## src/rtl/clock_div_defs.sv

```systemverilog
// Shared defaults for the clock divider blocks: datapath width and the
// 20 MHz -> 10 kHz reset configuration.
package clock_div_defs;

    localparam int CLK_DIV_WIDTH        = 25;
    localparam int CLK_DIV_DEFAULT_DIV  = 2000;
    localparam int CLK_DIV_DEFAULT_HIGH = 1000;

    // Channel-select width; a single channel still needs a 1-bit select.
    function automatic int clk_ch_w(input int n);
        return (n > 1) ? $clog2(n) : 1;
    endfunction

endpackage

```

## src/rtl/clock_div_channel.sv

```systemverilog
// One divider channel: free-running period counter, registered level/tick
// outputs and a shadow configuration that swaps in only at a period boundary.
module clock_div_channel
    import clock_div_defs::*;
#(
    parameter int WIDTH        = CLK_DIV_WIDTH,
    parameter int DEFAULT_DIV  = CLK_DIV_DEFAULT_DIV,
    parameter int DEFAULT_HIGH = CLK_DIV_DEFAULT_HIGH
) (
    input  logic             clock_in,
    input  logic             reset,
    input  logic             enable,
    input  logic             cfg_load,
    input  logic [WIDTH-1:0] cfg_div,
    input  logic [WIDTH-1:0] cfg_high,
    output logic             clock_out,
    output logic             tick,
    output logic             cfg_pending
);

    logic [WIDTH-1:0] count;
    logic [WIDTH-1:0] div_cur;
    logic [WIDTH-1:0] high_cur;
    logic [WIDTH-1:0] div_shadow;
    logic [WIDTH-1:0] high_shadow;
    logic             wrap;

    // Divisors below 2 cannot form a period with both phases, so clamp to 2.
    function automatic logic [WIDTH-1:0] eff_div(input logic [WIDTH-1:0] d);
        return (d < WIDTH'(2)) ? WIDTH'(2) : d;
    endfunction

    always_comb begin
        wrap = (count >= (eff_div(div_cur) - WIDTH'(1)));
    end

    always_ff @(posedge clock_in) begin
        if (reset) begin
            count       <= '0;
            div_cur     <= WIDTH'(DEFAULT_DIV);
            high_cur    <= WIDTH'(DEFAULT_HIGH);
            div_shadow  <= '0;
            high_shadow <= '0;
            cfg_pending <= 1'b0;
            clock_out   <= 1'b0;
            tick        <= 1'b0;
        end else begin
            tick <= 1'b0;
            if (enable) begin
                // high >= period naturally yields a constant 1, high = 0 a constant 0
                clock_out <= (count < high_cur);
                tick      <= wrap;
                if (wrap) begin
                    count <= '0;
                    if (cfg_pending) begin
                        div_cur     <= div_shadow;
                        high_cur    <= high_shadow;
                        cfg_pending <= 1'b0;
                    end
                end else begin
                    count <= count + WIDTH'(1);
                end
            end else if (cfg_pending) begin
                // A stopped channel has no boundary to wait for: apply and restart.
                count       <= '0;
                div_cur     <= div_shadow;
                high_cur    <= high_shadow;
                cfg_pending <= 1'b0;
            end
            if (cfg_load) begin
                div_shadow  <= cfg_div;
                high_shadow <= cfg_high;
                cfg_pending <= 1'b1;
            end
        end
    end

endmodule

```

## src/rtl/clock_div_multi.sv

```systemverilog
// Multi-channel programmable clock divider with a shared configuration port
// that writes per-channel shadow registers.
module clock_div_multi
    import clock_div_defs::*;
#(
    parameter  int NUM_CH       = 4,
    parameter  int WIDTH        = CLK_DIV_WIDTH,
    parameter  int DEFAULT_DIV  = CLK_DIV_DEFAULT_DIV,
    parameter  int DEFAULT_HIGH = CLK_DIV_DEFAULT_HIGH,
    localparam int CH_W         = clk_ch_w(NUM_CH)
) (
    input  logic              clock_in,
    input  logic              reset,
    input  logic [NUM_CH-1:0] enable,
    input  logic              cfg_valid,
    output logic              cfg_ready,
    input  logic [CH_W-1:0]   cfg_ch,
    input  logic [WIDTH-1:0]  cfg_div,
    input  logic [WIDTH-1:0]  cfg_high,
    output logic [NUM_CH-1:0] clock_out,
    output logic [NUM_CH-1:0] tick,
    output logic [NUM_CH-1:0] cfg_pending
);

    logic [NUM_CH-1:0] cfg_load;

    // Out-of-range channels never match, so they stay ready and are dropped.
    always_comb begin
        cfg_ready = 1'b1;
        for (int i = 0; i < NUM_CH; i++) begin
            if ((cfg_ch == CH_W'(i)) && cfg_pending[i]) begin
                cfg_ready = 1'b0;
            end
        end
    end

    for (genvar g = 0; g < NUM_CH; g++) begin : g_ch
        assign cfg_load[g] = cfg_valid && cfg_ready && (cfg_ch == CH_W'(g));

        clock_div_channel #(
            .WIDTH       (WIDTH),
            .DEFAULT_DIV (DEFAULT_DIV),
            .DEFAULT_HIGH(DEFAULT_HIGH)
        ) u_channel (
            .clock_in   (clock_in),
            .reset      (reset),
            .enable     (enable[g]),
            .cfg_load   (cfg_load[g]),
            .cfg_div    (cfg_div),
            .cfg_high   (cfg_high),
            .clock_out  (clock_out[g]),
            .tick       (tick[g]),
            .cfg_pending(cfg_pending[g])
        );
    end

endmodule

```

## config.mk

```make
export PLATFORM = sky130hd
export DESIGN_NAME = clock_div_multi
export DESIGN_NICKNAME = d
export VERILOG_FILES = /design/src/rtl/clock_div_defs.sv /design/src/rtl/clock_div_channel.sv /design/src/rtl/clock_div_multi.sv
export SDC_FILE = /design/constraint.sdc
export NUM_CORES = 1
export LEC_CHECK = 0
export ABC_AREA = 0
export CAP_MARGIN = 5
export CORE_ASPECT_RATIO = 0.75
export CORE_UTILIZATION = 39
export DETAILED_ROUTE_END_ITERATION = 16
export GPL_TIMING_DRIVEN = 0
export SLEW_MARGIN = 20
export SYNTH_ARGS = -nofsm -noshare
export SYNTH_HDL_FRONTEND = slang
export SYNTH_SLANG_ARGS = --single-unit
```

## constraint.sdc

```tcl
create_clock -name clock_in -period 6.3 [get_ports clock_in]
set_input_delay 0.945 -clock clock_in [delete_from_list [all_inputs] [get_ports clock_in]]
set_output_delay 0.945 -clock clock_in [all_outputs]
set_load 0.02 [all_outputs]
```

## Word-level counts from Yosys, hierarchy flattened

Cells that the tools add are included.

| cells by class | value |
|---|---|
| add/subtract/negate cells | 8 |
| $lt $le $gt $ge | 12 |
| mux-type cells | 56 |
| reductions and logical operators | 18 |
| eq/ne operators | 11 |
| bitwise operators | 4 |

Operator list:

| kind | count |
|---|---|
| 25-bit 2-to-1 mux | 40 |
| 25-bit by 1-bit adder with 25-bit output, second input constant | 4 |
| 25-bit greater-or-equal comparator | 4 |
| 25-bit by 2-bit < comparator with 1-bit output, second input constant | 4 |
| 25-bit < comparator | 4 |
| 25-bit by 1-bit subtractor with 25-bit output, second input constant | 4 |
| 1-bit 2-to-1 mux | 16 |
| 3-bit by 1-bit != test with 1-bit output, second input constant | 4 |
| 1-bit logical AND | 9 |
| 2-bit by 1-bit != test with 1-bit output, second input constant | 4 |
| 2-bit nonzero test | 4 |
| 2-bit OR reduction | 4 |
| 2-bit == test, second input constant | 2 |
| 1-bit NOT | 4 |
| 2-bit by 1-bit == test with 1-bit output, second input constant | 1 |
| 2-bit zero test | 1 |

| word-level totals | value |
|---|---|
| word-level logic and storage cells | 141 |
| input bits | 59 |
| output and inout bits | 13 |
| flip-flop bits (word level) | 512 |

## Logic depth before layout (Yosys ltp)

Gate-level depths: netlist of run 1.

| depth | value |
|---|---|
| depth in word-level cells | 9 |
| depth in mapped cells | 24 |
| depth with buffers taken out | 22 |

## Hierarchy

Synthesis of run 1 repeated with hierarchy kept, for this count alone.

| second synthesis, totals | value |
|---|---|
| cells, all modules | 3195 |
| area total of the unflattened synthesis | 28248.3 um2 |

By module, submodules not included:

| module | area an instance (um2) | cells each | instances |
|---|---|---|---|
| clock_div_channel at g_ch[0].u_channel ... | 7020.5 | 795 | 3 |
| clock_div_channel at g_ch[1].u_channel | 7123.1 | 803 | 1 |
| clock_div_multi | 63.8 | 7 | 1 |

## Worst setup path before layout of run 1

No wires, ideal clock.

| path | value |
|---|---|
| kind | reg2reg |
| start point | register g_ch[3].u_channel.div_cur[8] |
| end point | register g_ch[3].u_channel.div_cur[0] |
| slack | 0.821 ns |
| arrival time | 5.351 ns |
| stages on the path, launching flop included | 21 |
| buffers on the path | 2 |
| required time | 6.172 ns |
| path through | dfxtp_1 -> or4_1 -> or3_1 -> or4b_4 -> nor4_4 -> nand2b_1 -> ha_1 -> nand2b_1 -> nor3_1 -> nand2b_1 -> nor2_1 -> xnor2_1 -> ha_1 -> and4_1 -> nand4_1 -> a2111oi_1 -> o21ai_0 -> clkbuf_1 -> buf_2 -> mux2i_1 -> nor2_1 |

| between the ends | value |
|---|---|
| word-level cells in the longest chain between the ends | 5 |

Ends and longest elaborated chain:

| item | RTL line | source |
|---|---|---|
| from (decl) | clock_div_channel.sv:22 | `logic [WIDTH-1:0] div_cur;` |
| from (signal assigned) | clock_div_channel.sv:40 | `div_cur <= WIDTH'(DEFAULT_DIV);` |
| from (signal assigned) | clock_div_channel.sv:56 | `div_cur <= div_shadow;` |
| from (signal assigned) | clock_div_channel.sv:66 | `div_cur <= div_shadow;` |
| 25-bit by 2-bit < comparator with 1-bit output | clock_div_channel.sv:30 | `return (d < WIDTH'(2)) ? WIDTH'(2) : d;` |
| 25-bit 2-to-1 mux * | clock_div_channel.sv:30 |  |
| 25-bit by 1-bit subtractor with 25-bit output * | clock_div_channel.sv:34 | `wrap = (count >= (eff_div(div_cur) - WIDTH'(1)));` |
| 25-bit greater-or-equal comparator * | clock_div_channel.sv:34 |  |
| 2-bit by 1-bit != test with 1-bit output (no source line) * | n/a |  |

Mark *: on every way between the ends. The rest lies on a longest branch, timed or not.
A chain may end at the register's enable or synchronous reset.

## Final worst setup path of run 1

| path | value |
|---|---|
| start point | register g_ch[3].u_channel.div_cur[8] |
| end point | register g_ch[3].u_channel.high_cur[7] |

| between the ends | value |
|---|---|
| word-level cells in the longest chain between the ends | 5 |

Ends and longest elaborated chain:

| item | RTL line | source |
|---|---|---|
| 25-bit by 2-bit < comparator with 1-bit output | clock_div_channel.sv:30 |  |
| 25-bit 2-to-1 mux * | clock_div_channel.sv:30 |  |
| 25-bit by 1-bit subtractor with 25-bit output * | clock_div_channel.sv:34 |  |
| 25-bit greater-or-equal comparator * | clock_div_channel.sv:34 |  |
| 2-bit by 1-bit != test with 1-bit output (no source line) * | n/a |  |
| to (signal assigned) | clock_div_channel.sv:41 | `high_cur <= WIDTH'(DEFAULT_HIGH);` |
| to (signal assigned) | clock_div_channel.sv:57 | `high_cur <= high_shadow;` |
| to (signal assigned) | clock_div_channel.sv:67 | `high_cur <= high_shadow;` |
| to (decl) | clock_div_channel.sv:23 | `logic [WIDTH-1:0] high_cur;` |

Marks and branches as above.

==> results of run 1 <==
## critical path, cell delays in order (launching register included)
cell                       delay (ps)
sky130_fd_sc_hd__dfxtp_1          370
sky130_fd_sc_hd__or4_1            570
sky130_fd_sc_hd__or3_1            380
sky130_fd_sc_hd__or4b_4           580
sky130_fd_sc_hd__nor4_4           340
sky130_fd_sc_hd__nand2b_1         190
sky130_fd_sc_hd__ha_1             190
sky130_fd_sc_hd__nand2b_1         210
sky130_fd_sc_hd__nor3_2           270
sky130_fd_sc_hd__nand2_1          110
sky130_fd_sc_hd__xor2_1           190
sky130_fd_sc_hd__ha_1             280
sky130_fd_sc_hd__and2_1           190
sky130_fd_sc_hd__a221o_1          310
sky130_fd_sc_hd__a221oi_1         430
sky130_fd_sc_hd__nand3_1          180
sky130_fd_sc_hd__o21ai_0          180
sky130_fd_sc_hd__clkbuf_2         250
sky130_fd_sc_hd__clkbuf_1         460
sky130_fd_sc_hd__a21oi_1          150
## stage by stage
stage	cells	total power, mW	instance area, µm²
after floorplan	3146	3.69	25600
after global placement	4074	3.92	27300
after detailed placement	4074	3.92	27300
after CTS	4168	7.18	29100
after global routing	4169	7.37	29300
final	4169	7.14	29300
## cells by family (layout without fill, tap and decap cells)
family / after synthesis / in the layout / share of synthesized area [%]
buffers and inverters: 296 / 458 / 4.60
adder cells (fa/ha/maj): 204 / 204 / 9.99
XOR/XNOR: 107 / 107 / 3.67
AO/OA/AOI/OAI: 578 / 578 / 12.9
AND/OR/NAND/NOR: 1289 / 1289 / 22.5
flip-flops: 512 / 512 / 40.1
multiplexers: 160 / 160 / 6.27
## cell type report
cell class | count | area [µm²]
multi-input combinational | 2338 | 14300
tap | 861 | 1080
fill | 6487 | 34900
buffer | 164 | 722
clock inverter | 17 | 230
inverter | 131 | 492
timing repair buffer | 69 | 686
sequential | 512 | 10200
clock buffer | 77 | 1550
## registers in the layout, summed over array words and instances (netlist names)
register / cells
g_ch.u_channel.cfg_pending: 4
g_ch.u_channel.div_shadow: 100
g_ch.u_channel.tick: 4
g_ch.u_channel.count: 100
g_ch.u_channel.high_cur: 100
g_ch.u_channel.high_shadow: 100
g_ch.u_channel.div_cur: 100
g_ch.u_channel.clock_out: 4
## metal layers
| metal | vias to the layer above | GRT usage [%] | share of wire, % |
|---|---|---|---|
| met5 | - | 0 | 0 |
| met4 | 0 | 5.32 | 2.0 |
| met3 | 93 | 4.23 | 9.3 |
| met2 | 733 | 33.1 | 39 |
| met1 | 10700 | 36.7 | 50 |
| li1 | 11100 | - | - |
## synthesized netlist by cell type, drive strengths merged (48+ instances only)
master | number | area share (%)
nand3 | 75 | 1.5
xnor2 | 59 | 2.0
dfxtp | 512 | 40
nand2 | 540 | 7.9
mux2i | 160 | 6.3
a21oi | 345 | 6.8
xor2 | 48 | 1.6
nor2 | 332 | 4.9
ha | 204 | 10
clkbuf | 130 | 1.9
nor3 | 115 | 2.3
inv | 131 | 1.9
o21ai | 90 | 1.8
## how the worst max path moves through the flow
stage	startpoint	endpoint	depth (start not counted)
after global routing	g_ch[3].u_channel.div_cur[8]$_SDFFE_PP1P_	g_ch[3].u_channel.div_cur[7]$_SDFFE_PP1P_	19
final	g_ch[3].u_channel.div_cur[8]$_SDFFE_PP1P_	g_ch[3].u_channel.high_cur[7]$_SDFFE_PP1P_	19
after CTS	g_ch[1].u_channel.div_cur[17]$_SDFFE_PP0P_	g_ch[1].u_channel.count[22]$_SDFFE_PP0P_	23
after detailed placement	g_ch[0].u_channel.div_cur[2]$_SDFFE_PP0P_	g_ch[0].u_channel.count[9]$_SDFFE_PP0P_	19
after global placement	g_ch[2].u_channel.div_cur[12]$_SDFFE_PP0P_	g_ch[2].u_channel.count[21]$_SDFFE_PP0P_	21
after floorplan	g_ch[3].u_channel.div_cur[8]$_SDFFE_PP1P_	g_ch[3].u_channel.div_cur[0]$_SDFFE_PP0P_	20
## power breakdown
| part | switching (mW) | internal (mW) |
|---|---|---|
| Sequential | 0.0622 | 3.30 |
| Combinational | 0.340 | 0.162 |
| Clock | 1.37 | 1.90 |
## repair_timing
action,in CTS,in global routing
hold endpoints to repair,0,0
endpoints found under the setup margin,134,281
gates resized for setup,12,55
setup buffers,0,2
pin swaps,0,1
==> results.txt, run 1 <==
----------------------------------------------------
[Placement]
  I/O Buffers ... 67
  Post-placement setup slack ... -327 ps
  RePlAce Congestion ... 0.929
  Total half-perimeter wirelength after legalization and detailed placement ... 61300 µm

[Min path]
  Worst-case hold path end point ... g_ch[1].u_channel.div_shadow[15]$_SDFFE_PP0P_
  Origin of the worst min-delay path ... g_ch[1].u_channel.div_shadow[15]$_SDFFE_PP0P_
  Class of the worst hold path ... reg2reg
  Depth of the worst hold-timing path ... 2

[CTS]
  CTS tree ... done
  Clk slew on worst S/H paths ... 60 ps
  Number of levels in the clock H-tree ... 2
  Clock root buffer ... sky130_fd_sc_hd__clkbuf_16
  Total clock sinks ... 512
  Insertion delay to the later sink of the worst-skew pair ... 620 ps
  Number of buffers created by CTS ... 52
  Number of buffers on the longest clock path ... 3
  Cts-stage hold buffer count ... 0

[Power and ir drop]
  Lkg Pwr ... 11.9 nW
  Pwr/cell area ... 244 nW/µm²
  Max VDD drop ... 0.163 mV

[Logic synthesis]
  Sequential share of the synthesized area ... 40.1%
  Cell count after synthesis ... 3146
  Predominant post-synthesis flop cell ... sky130_fd_sc_hd__dfxtp_1
  Cell Area, Synth ... 25600 µm²
  Number of storage elements in the synthesis netlist ... 512
  Number of distinct library cells after synthesis ... 63
  Total number of yosys warnings ... 0
  Number of enable-type register cells in the synthesized netlist ... 0
  Avg Synthesized Cell Area ... 8.12 µm²
  Synth async-reset ratio ... 0%
  Post-Syn Nets ... 3409

[GRT]
  Pin count of the biggest net entering global routing ... 14
  Via count of the first global-routing pass ... 20300
  Remaining global-route overflow ... 0
  Total routing resource utilization after global routing ... 23.6%
  Number of antenna violations at the first check in global routing ... 8
  First-pass GRT wire length ... 122000 µm

[Layout]
  Antenna diode instance count ... 0
  Highest-count cells in the layout ignoring fill and taps ... sky130_fd_sc_hd__nand2_1 (540), sky130_fd_sc_hd__dfxtp_1 (512), sky130_fd_sc_hd__a21oi_1 (345)
  Most common library cell in the layout ignoring fill and taps ... sky130_fd_sc_hd__nand2_1
  Finished Core Util ... 45.6%
  Area overhead of the layout relative to synthesis ... 14.6%
  Fin nets ... 3531
  Share of layout cells above drive strength 1 ... 4.75%

[Route]
  Vias after detailed routing ... 22600
  Overall routed net length ... 80300 µm
  Antenna Nets Post-Route ... 0
  Number of design-rule violations left by the first detailed-router iteration ... 2051
  Drt pass-1 iters ... 5
  DRC violations left ... 0
  Via-per-instance ratio ... 5.43
  Routed WL per cell ... 19.3 µm

[Timing]
  Fin crit share ... 94.8%
  Slew HR ... 26.5%
  Finish-stage setup viols ... 0
  Final min period ... 5970 ps
  Setup Total Neg Slack ... 0 ps
  F_max ... 167 MHz
  Worst slack on hold paths ... 454 ps
  Smallest setup slack after layout ... 327 ps
  Final Skew ... 20.1 ps
  Number of max-slew violations in the final report ... 0
  Tightest Pin Transition ... 1100 ps
  Hold Violations, Final ... 0

[Setup path]
  Arr. time, crit path ... 6430 ps
  Required @ worst endpoint ... 6760 ps
  Kind of start point of the critical path ... flop
  Cell depth of the worst flop-to-flop path ... 19
  Setup crit end kind ... flop
  Worst r2r dst ... g_ch[3].u_channel.high_cur[7]$_SDFFE_PP1P_
  Maximum fanout count along the critical path ... 10
  WS Path Type ... reg2reg
  Startpoint of the worst-slack reg-to-reg timing path ... g_ch[3].u_channel.div_cur[8]$_SDFFE_PP1P_
  Worst-case register-to-register setup slack ... 330 ps

[Die]
  Effective utilization at floorplan ... 39.8%
  Area of the die ... 66600 µm²
  I/O pin total ... 72
  Die outline height ... 224 µm
  Num rows ... 80
  Total core area ... 64200 µm²
  Width of the die ... 298 µm

[Run status]
  Result of the run ... complete, no violations

[Flow run]
  Max-Cap Viols ... 0

----------------------------------------------------
(Power assumes the default switching activity.)
==> inputs of run 2 (changes only) <==
MAX_ROUTING_LAYER = met4   (was not set)
==> results.txt, run 2 (synthesis gave the netlist of run 1 again) <==
----------------------------------------------------
[GRT]
  Pin count of the biggest net entering global routing ... 14 (unchanged)
  First-pass GRT wire length ... 122000 µm (about the same)
  Remaining global-route overflow ... 0 (unchanged)
  Via count of the first global-routing pass ... 20300 (-0.059%)
  Number of antenna violations at the first check in global routing ... 8 (unchanged)
  Total routing resource utilization after global routing ... 24.3% (+0.71 points)

[Setup path]
  Arr. time, crit path ... 6430 ps (about the same)
  Maximum fanout count along the critical path ... 10 (unchanged)
  Chain of cells forming the critical path ... or4_1 > or3_1 > or4b_4 > nor4_4 > nand2b_1 > ha_1 > nand2b_1 > nor3_2 > nand2_1 > xor2_1 > ha_1 > and2_1 > a221o_1 > a221oi_1 > nand3_1 > o21ai_0 > clkbuf_2 > buf_2 > mux2i_1 > nor2_1
  Cell depth of the worst flop-to-flop path ... 20 (+1)
  Library cell contributing the largest single delay on the critical path ... sky130_fd_sc_hd__or4b_4
  Largest stage delay on the critical path ... 580 ps (about the same)
  Required @ worst endpoint ... 6770 ps (about the same)
  Worst-case register-to-register setup slack ... 340 ps (about the same)
  Startpoint of the worst-slack reg-to-reg timing path ... g_ch[3].u_channel.div_cur[8]$_SDFFE_PP1P_
  Worst r2r dst ... g_ch[3].u_channel.high_cur[0]$_SDFFE_PP0P_
  Setup crit end kind ... flop
  Kind of start point of the critical path ... flop
  WS Path Type ... reg2reg

[Layout]
  Final standard cell area without fillers ... 29300 µm² (unchanged)
  Most common library cell in the layout ignoring fill and taps ... sky130_fd_sc_hd__nand2_1
  Highest-count cells in the layout ignoring fill and taps ... sky130_fd_sc_hd__nand2_1 (540), sky130_fd_sc_hd__dfxtp_1 (512), sky130_fd_sc_hd__a21oi_1 (345)
  Fin nets ... 3531 (unchanged)
  Antenna diode instance count ... 0 (unchanged)
  Area overhead of the layout relative to synthesis ... 14.6% (unchanged)
  Count of fill cells added during filler insertion ... 6487 (unchanged)
  Finished Core Util ... 45.6% (unchanged)
  Share of layout cells above drive strength 1 ... 4.78% (+0.030 points)

[Run status]
  Result of the run ... complete, no violations

[Route]
  Overall routed net length ... 80200 µm (-0.18%)
  Via-per-instance ratio ... 5.42 (about the same)
  Antenna Nets Post-Route ... 0 (unchanged)
  Routed WL per cell ... 19.2 µm (-0.18%)
  DRC violations left ... 0 (unchanged)
  Number of design-rule violations left by the first detailed-router iteration ... 2193 (+6.9%)
  Drt pass-1 iters ... 5 (unchanged)
  Vias after detailed routing ... 22600 (-0.031%)

[Die]
  Area of the die ... 66600 µm² (unchanged)
  Effective utilization at floorplan ... 39.8% (unchanged)
  Total core area ... 64200 µm² (unchanged)
  Die outline height ... 224 µm (unchanged)
  Width of the die ... 298 µm (unchanged)
  Num rows ... 80 (unchanged)
  I/O pin total ... 72 (unchanged)

[Min path]
  Origin of the worst min-delay path ... g_ch[1].u_channel.div_shadow[15]$_SDFFE_PP0P_
  Depth of the worst hold-timing path ... 2 (unchanged)
  Class of the worst hold path ... reg2reg
  Worst-case hold path end point ... g_ch[1].u_channel.div_shadow[15]$_SDFFE_PP0P_

[CTS]
  Number of buffers created by CTS ... 52 (unchanged)
  Clk slew on worst S/H paths ... 60 ps (about the same)
  Number of levels in the clock H-tree ... 2 (unchanged)
  Insertion delay to the later sink of the worst-skew pair ... 620 ps (about the same)
  Total clock sinks ... 512 (unchanged)
  CTS tree ... done
  Number of buffers on the longest clock path ... 3 (unchanged)
  Clock root buffer ... sky130_fd_sc_hd__clkbuf_16

[Timing]
  Tightest Pin Transition ... 1080 ps (-18.1 ps)
  Final min period ... 5960 ps (-11.6 ps)
  Setup Total Neg Slack ... 0 ps (unchanged)
  Final Skew ... 22.4 ps (+2.34 ps)
  F_max ... 168 MHz (+0.19%)
  Fin crit share ... 94.6% (-0.18 points)
  Finish-stage setup viols ... 0 (unchanged)
  Number of max-slew violations in the final report ... 0 (unchanged)
  Smallest setup slack after layout ... 339 ps (+11.6 ps)
  Slew HR ... 27.7% (+1.2 points)
  Hold Violations, Final ... 0 (unchanged)

[Placement]
  Post-placement setup slack ... -327 ps (unchanged)
  I/O Buffers ... 67 (unchanged)
  Placed cell area ... 27300 µm² (unchanged)
  Total half-perimeter wirelength after legalization and detailed placement ... 61300 µm (unchanged)
  RePlAce Congestion ... 0.947 (+1.9%)

[Power and ir drop]
  Pwr/cell area ... 244 nW/µm² (about the same)
  Lkg Pwr ... 11.9 nW (about the same)
  Max VDD drop ... 0.164 mV (+0.31%)

[Flow run]
  Max-Cap Viols ... 0 (unchanged)

----------------------------------------------------
[run 2: worst max path at each step]
stage | startpoint | to | slack, ps | cells after the start
6_report | g_ch[3].u_channel.div_cur[8]$_SDFFE_PP1P_ | g_ch[3].u_channel.high_cur[0]$_SDFFE_PP0P_ | 340 | 20
5_1_grt | g_ch[3].u_channel.div_cur[8]$_SDFFE_PP1P_ | g_ch[3].u_channel.div_cur[7]$_SDFFE_PP1P_ | -2 | 19
4_1_cts | g_ch[1].u_channel.div_cur[17]$_SDFFE_PP0P_ | g_ch[1].u_channel.count[22]$_SDFFE_PP0P_ | 10 | 23
3_5_place_dp | g_ch[0].u_channel.div_cur[2]$_SDFFE_PP0P_ | g_ch[0].u_channel.count[9]$_SDFFE_PP0P_ | -330 | 19
3_3_place_gp | g_ch[2].u_channel.div_cur[12]$_SDFFE_PP0P_ | g_ch[2].u_channel.count[21]$_SDFFE_PP0P_ | -520 | 21
2_1_floorplan | g_ch[3].u_channel.div_cur[8]$_SDFFE_PP1P_ | g_ch[3].u_channel.div_cur[0]$_SDFFE_PP0P_ | 820 | 20
[run 2: per-layer routing]
metal	share of wire, %	vias up	track usage [%]
li1	-	11100	-
met1	50	10600	36.7
met2	39	752	33.2
met3	9.4	94	4.16
met4	1.9	0	5.32
met5	0	-	-
[run 2: timing repair]
action,4_1_cts,5_1_grt
hold buffers,0,0
resized for setup,12,54
pin swaps,0,1
endpoints found under the hold margin,0,0
setup buffers,0,2
endpoints found under the setup margin,134,278
[run 2: critical path: cells and delay by family, from the launching register on]
family | cells | cell delay (ps)
simple gates | 11 | 3060
compound gates | 3 | 920
buf+inv | 2 | 580
fa+ha+maj | 2 | 470
flops | 1 | 370
mux | 1 | 230
xor+xnor | 1 | 190
[run 2: layout make-up]
| cell class | count | area (µm²) | share of cell area, % |
|---|---|---|---|
| timing repair buffer | 69 | 686 | 2.34 |
| tap | 861 | 1080 | 3.68 |
| multi-input combinational | 2338 | 14300 | 48.8 |
| inverter | 131 | 492 | 1.68 |
| clock inverter | 17 | 230 | 0.786 |
| buffer | 164 | 722 | 2.47 |
| sequential | 512 | 10200 | 35.0 |
| clock buffer | 77 | 1550 | 5.28 |
[run 2: per-stage QoR]
stage | hold slack, ps | power [mW] | cells
finish | 454 | 7.14 | 4169
global route | 475 | 7.37 | 4169
CTS | 457 | 7.18 | 4168
detailed placement | 449 | 3.92 | 4074
global placement | 446 | 3.92 | 4074
floorplan | 436 | 3.69 | 3146
[run 2: power breakdown]
part | switching [mW] | total [mW] | internal, mW
registers | 0.0621 | 3.37 | 3.30
clock network | 1.37 | 3.27 | 1.90
logic | 0.341 | 0.503 | 0.162
total | 1.77 | 7.14 | 5.37
